===== config.mk =====
export PLATFORM = sky130hd
export DESIGN_NAME = multicycle_ctrl_flat
export DESIGN_NICKNAME = d
export VERILOG_FILES = /design/src/rtl/multicycle_ctrl_if.sv /design/src/rtl/multicycle_ctrl.sv /design/src/flat_wrapper.sv
export SDC_FILE = /design/constraint.sdc
export NUM_CORES = 1
export LEC_CHECK = 0
export CELL_PAD_IN_SITES_DETAIL_PLACEMENT = 1
export CELL_PAD_IN_SITES_GLOBAL_PLACEMENT = 1
export CORE_MARGIN = 2
export CORE_UTILIZATION = 40
export DETAILED_ROUTE_END_ITERATION = 10
export PLACE_DENSITY_LB_ADDON = 0.1
export SETUP_SLACK_MARGIN = 0.4
export SYNTH_ARGS = -nofsm -noshare
export SYNTH_HDL_FRONTEND = slang
export SYNTH_SLANG_ARGS = --single-unit

===== constraint.sdc =====
create_clock -name clock -period 6.9 [get_ports clock]
set_input_delay 1.725 -clock clock [delete_from_list [all_inputs] [get_ports clock]]
set_output_delay 1.725 -clock clock [all_outputs]
set_load 0.01 [all_outputs]

===== src/rtl/multicycle_ctrl_if.sv =====
// Request/response bundle between the execute stage and the multi-cycle sequencer.
interface multicycle_ctrl_if #(
   parameter int XLEN = 32
);
   logic            req_valid;
   logic [6:0]      req_op;
   logic [XLEN-1:0] rs1;
   logic [XLEN-1:0] rs2;
   logic            flush;
   logic            req_ready;
   logic            stall;
   logic            resp_valid;
   logic [XLEN-1:0] result;

   modport master (
      output req_valid, req_op, rs1, rs2, flush,
      input  req_ready, stall, resp_valid, result
   );

   modport slave (
      input  req_valid, req_op, rs1, rs2, flush,
      output req_ready, stall, resp_valid, result
   );
endinterface


===== src/rtl/multicycle_ctrl.sv =====
// Iterative div/rem and carry-less multiply sequencer for the execute stage.
// Optional feature macro: MULTICYCLE_CLMUL_EN enables the iterative clmul datapath.
module multicycle_ctrl #(
   parameter int XLEN = 32
) (
   input  logic             clock,
   input  logic             reset,
   multicycle_ctrl_if.slave bus
);

   typedef enum logic [1:0] {IDLE, RUN, DONE} state_t;

`ifdef MULTICYCLE_CLMUL_EN
   localparam int OP_W = 7;
`else
   localparam int OP_W = 4;
`endif

   state_t          state, state_nxt;
   logic [OP_W-1:0] op_r;
   logic [4:0]      cnt_r;
   logic            fast_r;
   logic            neg_q_r;
   logic            neg_r_r;
   logic [XLEN-1:0] q_r;
   logic [XLEN-1:0] acc_r;
   logic [XLEN-1:0] d_r;
`ifdef MULTICYCLE_CLMUL_EN
   logic [2*XLEN-1:0] prod_r;
`endif

   logic [6:0]      sel;
   logic            accept;
   logic            is_div, is_rem, is_signed, ovf;
   logic            fast_c;
   logic [XLEN-1:0] fast_val;
   logic [XLEN-1:0] mag1, mag2;
   logic [XLEN:0]   sub;
   logic            ge;
   logic [XLEN-1:0] res_fin;
`ifndef MULTICYCLE_CLMUL_EN
   logic            is_clmul;
`endif

   // Isolate the lowest set request bit so multi-hot requests resolve to one op.
   always_comb begin
      sel       = bus.req_op & (~bus.req_op + 7'd1);
      accept    = bus.req_valid & (state == IDLE) & (|bus.req_op) & ~bus.flush;
      is_div    = sel[0] | sel[1];
      is_rem    = sel[2] | sel[3];
      is_signed = sel[0] | sel[2];
      ovf       = is_signed & (bus.rs1 == {1'b1, {(XLEN-1){1'b0}}}) & (bus.rs2 == '1);
      mag1      = (is_signed & bus.rs1[XLEN-1]) ? -bus.rs1 : bus.rs1;
      mag2      = (is_signed & bus.rs2[XLEN-1]) ? -bus.rs2 : bus.rs2;
      fast_c    = (is_div | is_rem) & ((bus.rs2 == '0) | ovf);
      fast_val  = '0;
      if (bus.rs2 == '0)
         fast_val = is_div ? '1 : bus.rs1;
      else if (ovf)
         fast_val = is_div ? {1'b1, {(XLEN-1){1'b0}}} : '0;
`ifndef MULTICYCLE_CLMUL_EN
      is_clmul  = |sel[6:4];
      if (is_clmul) begin
         fast_c   = 1'b1;
         fast_val = '0;
      end
`endif
   end

   // One restoring-division step: shift in the next dividend bit, subtract if it fits.
   always_comb begin
      sub = {acc_r, q_r[XLEN-1]} - {1'b0, d_r};
      ge  = ~sub[XLEN];
   end

   always_ff @(posedge clock or negedge reset) begin
      if (!reset) state <= IDLE;
      else        state <= state_nxt;
   end

   always_comb begin
      state_nxt = state;
      case (state)
         IDLE: if (accept) state_nxt = fast_c ? DONE : RUN;
         RUN: begin
            if (bus.flush)         state_nxt = IDLE;
            else if (cnt_r == '0)  state_nxt = DONE;
         end
         default: state_nxt = IDLE;
      endcase
   end

   always_ff @(posedge clock or negedge reset) begin
      if (!reset) begin
         op_r    <= '0;
         cnt_r   <= '0;
         fast_r  <= 1'b0;
         neg_q_r <= 1'b0;
         neg_r_r <= 1'b0;
         q_r     <= '0;
         acc_r   <= '0;
         d_r     <= '0;
`ifdef MULTICYCLE_CLMUL_EN
         prod_r  <= '0;
`endif
      end else if (state == IDLE) begin
         if (accept) begin
            op_r    <= sel[OP_W-1:0];
            fast_r  <= fast_c;
            cnt_r   <= fast_c ? 5'd0 : 5'd31;
            neg_q_r <= bus.rs1[XLEN-1] ^ bus.rs2[XLEN-1];
            neg_r_r <= bus.rs1[XLEN-1];
            q_r     <= fast_c ? fast_val : mag1;
            acc_r   <= '0;
            d_r     <= mag2;
`ifdef MULTICYCLE_CLMUL_EN
            prod_r  <= '0;
`endif
         end
      end else if (state == RUN) begin
         if (cnt_r != '0) cnt_r <= cnt_r - 5'd1;
`ifdef MULTICYCLE_CLMUL_EN
         if (|op_r[6:4]) begin
            prod_r <= {prod_r[2*XLEN-2:0], 1'b0} ^ (q_r[XLEN-1] ? {{XLEN{1'b0}}, d_r} : '0);
            q_r    <= {q_r[XLEN-2:0], 1'b0};
         end else
`endif
         begin
            acc_r <= ge ? sub[XLEN-1:0] : {acc_r[XLEN-2:0], q_r[XLEN-1]};
            q_r   <= {q_r[XLEN-2:0], ge};
         end
      end
   end

   // Sign fix-up and product slicing happen here, from registered state only.
   always_comb begin
      res_fin = '0;
      if (fast_r)       res_fin = q_r;
      else if (op_r[0]) res_fin = neg_q_r ? -q_r : q_r;
      else if (op_r[1]) res_fin = q_r;
      else if (op_r[2]) res_fin = neg_r_r ? -acc_r : acc_r;
      else if (op_r[3]) res_fin = acc_r;
`ifdef MULTICYCLE_CLMUL_EN
      else if (op_r[4]) res_fin = prod_r[XLEN-1:0];
      else if (op_r[5]) res_fin = prod_r[2*XLEN-1:XLEN];
      else if (op_r[6]) res_fin = prod_r[2*XLEN-2:XLEN-1];
`endif
   end

   always_comb begin
      bus.req_ready  = (state == IDLE);
      bus.stall      = accept | (state == RUN);
      bus.resp_valid = (state == DONE) & ~bus.flush;
      bus.result     = bus.resp_valid ? res_fin : '0;
   end

endmodule


===== src/flat_wrapper.sv =====
// flat-port wrapper written by rule: the top's interface ports become plain ports
module multicycle_ctrl_flat 
#(
   parameter int XLEN = 32
)
  (clock, reset, bus_req_valid, bus_req_op, bus_rs1, bus_rs2, bus_flush, bus_req_ready, bus_stall, bus_resp_valid, bus_result);
  multicycle_ctrl_if #(.XLEN(XLEN)) bus_i ();
  input  logic clock;
  input  logic reset;
  input wire logic [$bits(bus_i.req_valid)-1:0] bus_req_valid;
  input wire logic [$bits(bus_i.req_op)-1:0] bus_req_op;
  input wire logic [$bits(bus_i.rs1)-1:0] bus_rs1;
  input wire logic [$bits(bus_i.rs2)-1:0] bus_rs2;
  input wire logic [$bits(bus_i.flush)-1:0] bus_flush;
  output wire logic [$bits(bus_i.req_ready)-1:0] bus_req_ready;
  output wire logic [$bits(bus_i.stall)-1:0] bus_stall;
  output wire logic [$bits(bus_i.resp_valid)-1:0] bus_resp_valid;
  output wire logic [$bits(bus_i.result)-1:0] bus_result;
  assign bus_i.req_valid = bus_req_valid;
  assign bus_i.req_op = bus_req_op;
  assign bus_i.rs1 = bus_rs1;
  assign bus_i.rs2 = bus_rs2;
  assign bus_i.flush = bus_flush;
  assign bus_req_ready = bus_i.req_ready;
  assign bus_stall = bus_i.stall;
  assign bus_resp_valid = bus_i.resp_valid;
  assign bus_result = bus_i.result;
  multicycle_ctrl #(.XLEN(XLEN)) u_core (.clock(clock), .reset(reset), .bus(bus_i));
endmodule

After elaboration in Yosys (flattened, before gate mapping). Cells that the tools add are included.

Bitwise logic cells: 20. Add/sub/neg operators: 7. Reductions and logical operators: 12. Mux-type cells: 34. Eq/ne operators: 6.

Operators by type and width (count): $mux W32 (23); $neg A32 Y32 (4); $eq A32 B32 Y1 const B (2); $sub A33 B32 Y33 (1); $logic_not A32 Y1 (1); $mux W5 (5); $and A1 B1 Y1 (9); $mux W2 (4); $add A7 B1 Y7 const B (1); $and A7 B7 Y7 (1); $not A7 Y7 (1); $reduce_or A7 Y1 (1); $or A1 B1 Y1 (6); $reduce_and A2 Y1 (3); $logic_not A5 Y1 (1); $reduce_bool A5 Y1 (1); $sub A5 B1 Y5 const B (1); $pmux W2 S2 (1); $reduce_bool A2 Y1 (2); $ne A3 B2 Y1 const B (1); $reduce_and A3 Y1 (1); $reduce_or A3 Y1 (1); $eq A2 B1 Y1 const B (1); $eq A2 B2 Y1 const B (1); 5 further kinds (6).

Word-level logic and storage cells: 88. Flip-flop bits (word level): 110. Output and inout bits: 35.

Logic depth before layout (Yosys ltp). Gate-level depths: netlist of run 1.

Word-level depth: 12. Depth in mapped cells: 14. Depth with buffers taken out: 13.

Least setup slack after synthesis of run 1. Ideal clock, no wire load.

Kind: in2out. From: in bus_req_op[0]. To: out bus_stall. Stages: 10. Slack: 1.144 ns. Path buffers: 4. Arrival time: 4.031 ns. Cells stage by stage: or2_1 -> clkbuf_1 -> or3_1 -> clkbuf_1 -> nor4_1 -> nor2b_1 -> clkbuf_1 -> nor2_1 -> inv_2 -> clkbuf_1.

Cells in the longest elaborated chain, start to end: 4.

RTL lines: start: declaration (line flat_wrapper.sv:11) `input wire logic [$bits(bus_i.req_op)-1:0] bus_req_op;`; $reduce_or A7 Y1 (line multicycle_ctrl.sv:48) `accept = bus.req_valid & (state == IDLE) & (|bus.req_op) & ~bus.flush;`; $and A1 B1 Y1 (2 in series) (line multicycle_ctrl.sv:48); $or A1 B1 Y1 (line multicycle_ctrl.sv:152) `bus.stall = accept | (state == RUN);`; end: declaration (line flat_wrapper.sv:16) `output wire logic [$bits(bus_i.stall)-1:0] bus_stall;`.

Every way passes these cells.

Worst setup path in the final report of run 1.
From: reg u_core.q_r[6]. To: out bus_result[31].

Cells in the longest elaborated chain, start to end: 5.

RTL lines: start: declaration (line multicycle_ctrl.sv:25) `logic [XLEN-1:0] q_r;`; start signal: assignment (line multicycle_ctrl.sv:113) `q_r <= fast_c ? fast_val : mag1;`; start signal: assignment (line multicycle_ctrl.sv:130) `q_r <= {q_r[XLEN-2:0], ge};`; $neg A32 Y32 (line multicycle_ctrl.sv:139) `else if (op_r[0]) res_fin = neg_q_r ? -q_r : q_r;`; $mux W32 (2 in series) (line multicycle_ctrl.sv:139); $mux W32 (line multicycle_ctrl.sv:138) `if (fast_r) res_fin = q_r;`; $mux W32 (line multicycle_ctrl.sv:154) `bus.result = bus.resp_valid ? res_fin : '0;`; end: declaration (line flat_wrapper.sv:18) `output wire logic [$bits(bus_i.result)-1:0] bus_result;`.

Every way passes these cells.

==> results of run 1 <==
-- flip-flops by register name (all words and copies together), names as in the netlist --
| signal | cells |
|---|---|
| u_core.state | 2 |
| u_core.op_r | 4 |
| u_core.neg_r_r | 1 |
| u_core.q_r | 32 |
| u_core.cnt_r | 5 |
| u_core.fast_r | 1 |
| u_core.acc_r | 32 |
| u_core.neg_q_r | 1 |
| u_core.d_r | 32 |
-- cells by family after synthesis --
kind of cell | synth area share
DFF | 0.273
buffers and inverters | 0.0582
adders and majority gates | 0.0504
AOI/OAI and AO/OA | 0.290
and+or+nand+nor | 0.229
xor gates and xnor gates | 0.0661
muxes | 0.0329
-- layout make-up --
cell class | instances | area, sq um
sequential | 110 | 2750
timing repair buffer | 134 | 1280
clock buffer | 10 | 239
fill | 3192 | 13200
clock inverter | 6 | 43.8
multi-input combinational | 1126 | 6760
tap | 330 | 413
inverter | 74 | 278
-- through the flow --
| step | power, W | setup slack (ns) | area [sq um] |
|---|---|---|---|
| after floorplan | 0.00257 | 1.14 | 10100 |
| after global placement | 0.00318 | 0.913 | 11500 |
| after detailed placement | 0.00324 | 0.863 | 11500 |
| after CTS | 0.00379 | 0.658 | 11800 |
| after global routing | 0.00411 | 0.445 | 11800 |
| final | 0.00379 | 0.634 | 11800 |
-- path summary, 6_finish.rpt --
path | start | end | slack, ns
min in group asynchronous | reset | u_core.acc_r[9] | 1.34
max in group asynchronous | reset | u_core.q_r[28] | 4.19
setup / recovery | u_core.q_r[6] | bus_result[31] | 0.63
hold reg to reg | u_core.d_r[21] | u_core.d_r[21] | 0.49
hold / removal | u_core.d_r[21] | u_core.d_r[21] | 0.49
setup reg to reg | u_core.q_r[31] | u_core.acc_r[17] | 2.14
-- routing by layer --
metal / part of all wire / global-route usage
met2: 0.43 / 0.430
met4: 0.028 / 0.0901
met3: 0.049 / 0.0336
met5: 0 / 0
met1: 0.49 / 0.437
-- critical path, cell delays in order (launching register included) --
cell and delay (ns):
dfrtp_1 0.52, or4_4 0.54, or3_4 0.35, or3_4 0.40, or3_1 0.43, or4_4 0.56, o31ai_2 0.32, o22ai_1 0.13
a21oi_1 0.32, clkdlybuf4s50_1 0.60
-- power by group through the flow --
stage / registers [W] / logic (W) / clock network, W
floorplan: 0.000997 / 0.00157 / 0
global placement: 0.00115 / 0.00203 / 0
detailed placement: 0.00117 / 0.00207 / 0
CTS: 0.00115 / 0.00210 / 0.000537
global route: 0.00119 / 0.00236 / 0.000560
finish: 0.00116 / 0.00210 / 0.000527
-- Yosys cell counts (6+ instances only) --
cell type,instances,share of area
nand2_1,152,0.057
o211ai_1,20,0.015
a221oi_1,17,0.015
nor3_1,48,0.024
o31ai_1,19,0.014
a211oi_1,6,0.0045
nand4_1,11,0.0068
inv_1,72,0.027
mux2i_1,32,0.032
nor4_1,18,0.011
and3_1,7,0.0043
nand3_1,38,0.019
xnor2_1,41,0.036
o21ai_0,169,0.084
ha_1,39,0.048
a31oi_1,16,0.0099
a21o_1,13,0.0097
dfrtp_1,110,0.27
or3_1,25,0.016
o22ai_1,12,0.0075
nor2_1,127,0.047
nand2b_1,14,0.0087
nor2b_1,8,0.0050
buf_2,7,0.0035
xor2_1,35,0.030
clkbuf_1,70,0.026
a21oi_1,160,0.079
or4_1,7,0.0052
o311ai_0,8,0.0070
==> results.py, run 1 <==
metrics = {
    "timing": {
        "max_freq_mhz": 160,
        "final-hold-violation-count": 0,
        "totalNegativeSetupSlack_ns": 0,
        "finalSetupViolations": 0,
        "fin_crit_sh": 0.908,
        "worst_slew_pin_slew_ns": 1.07,
        "slew_violations": 0,
        "rsz0062_at_grt": "false",
        "finClkSkew_ns": 0.0104,
        "slew_headroom": 0.281,
        "post-route-min-period_ns": 6.27,
        "holdWs_ns": 0.488,
    },
    "route": {
        "wl_per_cell_um": 21.0,
        "vias": 10829,
        "drtIter0Drc": 920,
        "vias_per_cell": 6.05,
        "postRouteAntennaNets": 0,
        "first_pass_iters": 5,
        "route.detailed.drc": 0,
        "routed_wl_um": 37600,
    },
    "layout": {
        "area_delta_synth_final_pct": 16.8,
        "layout_commonest_cell": "o21ai_0",
        "fin_nets": 1570,
        "postLayoutCoreUtil": 0.471,
        "n_antenna_cell": 0,
        "drive_gt1_frac": 0.0432,
        "layoutNonFillerInstCount": 1790,
        "layout_common_cells": "o21ai_0, a21oi_1, nand2_1, nor2_1, dfrtp_1",
    },
    "logic_synthesis": {
        "synth_nets": 1505,
        "synth_edf_count": 0,
        "synthFlopType": "dfrtp_1",
        "syn_inst": 1390,
        "ys_ff_latch": 110,
        "synthesis.area_sq_um": 10100,
        "ys_seq_area_frac": 0.273,
        "ys_warn_count": 0,
        "async_flop_share": 1.00,
        "synthDistinctLibCells": 68,
        "avgSynthCellArea_sq_um": 7.25,
    },
    "cts": {
        "clockBufferDepth": 2,
        "cts_tree": "yes",
        "cts_hold_buf": 0,
        "clk_latency_ns": 0.37,
        "clkTransAtPathRegs_ns": 0.08,
        "cts_made_buffers": 9,
        "numClockSinks": 110,
        "cts_root_buf": "clkbuf_16",
        "postCtsResizedCells": 0,
        "post_cts_buffers": 0,
        "cts_htree_levels": 3,
    },
    "hold_path": {
        "hold_depth": 2,
        "hp-class": "reg2reg",
    },
    "power_and_ir_drop": {
        "netSwitchingFraction": 0.488,
        "leakage_nw": 4.70,
        "clockPowerShare": 0.139,
        "pwr-share-seq": 0.307,
        "comb_power_share": 0.554,
        "p_int_w": 0.00194,
        "ir_worst_vdd_mv": 0.168,
        "p_sw_w": 0.00185,
        "powerDensity_nw_per_um2": 322,
    },
    "global_route": {
        "overflow": 0,
        "antenna_found_initial": 0,
        "grt_pass1_vias": 10644,
        "grt_max_degree": 78,
        "grt_pass1_wl_um": 60200,
        "grtUsageTotal": 0.290,
    },
    "floorplanning": {
        "num_rows": 58,
        "die_h_um": 163,
        "die_area_sq_um": 26500,
        "io_pins": 110,
        "core_sq_um": 25000,
        "die_x_um": 163,
        "start_util": 0.404,
    },
    "critical_path": {
        "path_max_fanout": 7,
        "cp.arrival_ns": 4.54,
        "crit_path_start_kind": "register",
        "crit_type": "reg2out",
        "endpoint_kind": "output pin",
        "required_ns": 5.18,
        "r2r_cells": 13,
    },
    "place": {
        "dp_cells": 1774,
        "portBuffers": 109,
        "dp_hpwl_um": 28900,
        "gp_congestion": 0.871,
    },
    "run": {
        "drv_cap": 0,
    },
    "status": {
        "status": "finished, final reports clean",
    },
}
Power figures use the tool's default switching activity.
==> run 2, diff against run 1 <==
--- a/config.mk
+++ b/config.mk
@@ -5,9 +5,10 @@
 export SDC_FILE = /design/constraint.sdc
 export NUM_CORES = 1
 export LEC_CHECK = 0
+export ABC_AREA = 0
 export CELL_PAD_IN_SITES_DETAIL_PLACEMENT = 1
 export CELL_PAD_IN_SITES_GLOBAL_PLACEMENT = 1
-export CORE_MARGIN = 2
+export CORE_MARGIN = 5
 export CORE_UTILIZATION = 40
 export DETAILED_ROUTE_END_ITERATION = 10
 export PLACE_DENSITY_LB_ADDON = 0.1
==> run 2 against run 1 <==
  * Cell count shrank 0.22%
  * Design area grew 0.38%
  * Flip-flop and latch count unchanged
  * Sequential power barely moved
  * Fmax rose by 0.94%
  * Largest cell class unchanged
  * Largest power group unchanged
  * Highest routed layer unchanged
==> results.py, run 2 (synthesized netlist as in run 1, its figures left out) <==
metrics = {
    "timing": {
        "post-route-min-period_ns": 6.21,
        "max_freq_mhz": 161,
        "final-hold-violation-count": 0,
        "worst_slew_pin_slew_ns": 0.982,
        "finalSetupViolations": 0,
        "rsz0062_at_grt": "false",
        "slew_violations": 0,
        "fin_crit_sh": 0.900,
        "slew_headroom": 0.346,
        "finClkSkew_ns": 0.0129,
        "totalNegativeSetupSlack_ns": 0,
    },
    "route": {
        "postRouteAntennaNets": 0,
        "first_pass_iters": 6,
        "vias_per_cell": 6.05,
        "routed_wl_um": 38200,
        "drtIter0Drc": 891,
        "vias": 10810,
        "route.detailed.drc": 0,
        "wl_per_cell_um": 21.4,
    },
    "floorplanning": {
        "die_area_sq_um": 28500,
        "core_sq_um": 25000,
        "io_pins": 110,
        "start_util": 0.404,
        "die_h_um": 169,
        "die_x_um": 169,
        "num_rows": 58,
    },
    "hold_path": {
        "hold_path_end": "u_core.d_r[25]",
        "hold_depth": 2,
        "hp-class": "reg2reg",
        "min_from": "u_core.d_r[25]",
    },
    "critical_path": {
        "cp_cell_sequence": "or4_4 -> or3_4 -> or3_4 -> or3_1 -> or4_4 -> o31ai_2 -> o22ai_1 -> a21oi_1 -> clkdlybuf4s50_1",
        "cp.arrival_ns": 4.48,
        "crit_family": "simple AND/OR/NAND/NOR gates",
        "critPathBufInv": 1,
        "r2r_slack_ns": 2.27,
        "cp.depth": 9,
        "critPathMaxStageDelay_ns": 0.61,
        "rr_endpoint": "u_core.acc_r[0]",
        "path_max_fanout": 7,
        "required_ns": 5.18,
        "r2r_cells": 14,
        "cp_slowest_cell": "clkdlybuf4s50_1",
        "endpoint_kind": "output pin",
        "crit_path_start_kind": "register",
        "crit_type": "reg2out",
        "timing.rr.start": "u_core.q_r[31]",
    },
    "cts": {
        "cts_tree": "yes",
        "clk_latency_ns": 0.37,
        "cts_made_buffers": 9,
        "cts_root_buf": "clkbuf_16",
        "clockBufferDepth": 2,
        "cts_htree_levels": 3,
        "clkTransAtPathRegs_ns": 0.08,
        "cts_hold_buf": 0,
        "post_cts_buffers": 0,
        "postCtsResizedCells": 0,
        "numClockSinks": 110,
    },
    "global_route": {
        "grtUsageTotal": 0.266,
        "grt_pass1_wl_um": 60700,
        "antenna_found_initial": 0,
        "grt_pass1_vias": 10791,
        "grt_max_degree": 78,
        "overflow": 0,
    },
    "layout": {
        "n_antenna_cell": 0,
        "layout_common_cells": "o21ai_0, a21oi_1, nand2_1, nor2_1, dfrtp_1",
        "design_area_sq_um": 11800,
        "layout_commonest_cell": "o21ai_0",
        "drive_gt1_frac": 0.0412,
        "area_delta_synth_final_pct": 17.2,
        "reg_top3": "u_core.acc_r (32), u_core.d_r (32), u_core.q_r (32)",
        "fin_nets": 1566,
    },
    "power_and_ir_drop": {
        "clockPowerShare": 0.165,
        "netSwitchingFraction": 0.476,
        "comb_power_share": 0.537,
        "power.total_w": 0.00391,
        "p_int_w": 0.00205,
        "powerDensity_nw_per_um2": 331,
        "p_sw_w": 0.00186,
        "leakage_nw": 4.70,
        "pwr-share-seq": 0.298,
        "ir_worst_vdd_mv": 0.136,
    },
    "run": {
        "drv_cap": 0,
    },
    "status": {
        "status": "finished, final reports clean",
    },
    "place": {
        "placed_area_sq_um": 11500,
        "gp_congestion": 0.878,
        "dp_hpwl_um": 29200,
        "portBuffers": 109,
    },
}
run 2: changes by cell type in the layout (fill, tap and decap cells not counted):
cell / previous run / this run
buf_4: 26 / 22
bufinv_16: 0 / 3
clkinv_2: 3 / 0
inv_6: 1 / 2
inv_8: 1 / 0
nand2b_1: 13 / 12
nand2b_2: 1 / 2
run 2: routing by layer:
metal  track usage  up-vias  share of wire
met1         0.394     5304           0.48
met4        0.0794        0          0.027
met5             0        -              0
li1              -     5160              -
met2         0.396      297           0.43
met3        0.0467       49          0.062
run 2: worst max path at each step:
stage | slack (ns) | to | startpoint
after CTS | 0.74 | bus_result[31] | u_core.q_r[6]
after global routing | 0.47 | bus_result[30] | u_core.acc_r[0]
after floorplan | 1.14 | bus_stall | bus_req_op[0]
after detailed placement | 0.88 | bus_stall | bus_req_op[0]
final | 0.69 | bus_result[31] | u_core.q_r[6]
after global placement | 0.95 | bus_stall | bus_req_op[0]
run 2: area by class of cell:
| class | count | area [sq um] |
|---|---|---|
| clock buffer | 10 | 239 |
| clock inverter | 6 | 116 |
| sequential | 110 | 2750 |
| tap | 330 | 413 |
| timing repair buffer | 130 | 1250 |
| fill | 3184 | 13200 |
| multi-input combinational | 1126 | 6770 |
| inverter | 74 | 278 |
run 2: power by group through the flow:
stage / sequential, W / combinational [W] / clock, W
6_report: 0.00116 / 0.00210 / 0.000645
3_3_place_gp: 0.00115 / 0.00202 / 0
2_1_floorplan: 0.000997 / 0.00157 / 0
4_1_cts: 0.00115 / 0.00210 / 0.000651
3_5_place_dp: 0.00116 / 0.00207 / 0
5_1_grt: 0.00119 / 0.00235 / 0.000677
run 2: tightest hold or removal path, stage by stage, from the launching register on:
cell     delay [ns]
dfrtp_1        0.35
nand2_1        0.05
o21ai_0        0.06
run 2: per-stage QoR:
step / utilization / hold slack, ns / setup slack (ns) / cells
finish: 0.473 / 0.485 / 0.692 / 1786
CTS: 0.473 / 0.489 / 0.736 / 1786
detailed placement: 0.459 / 0.472 / 0.877 / 1770
global route: 0.473 / 0.520 / 0.471 / 1786
floorplan: - / 0.450 / 1.14 / 1390
global placement: 0.459 / 0.463 / 0.953 / 1770
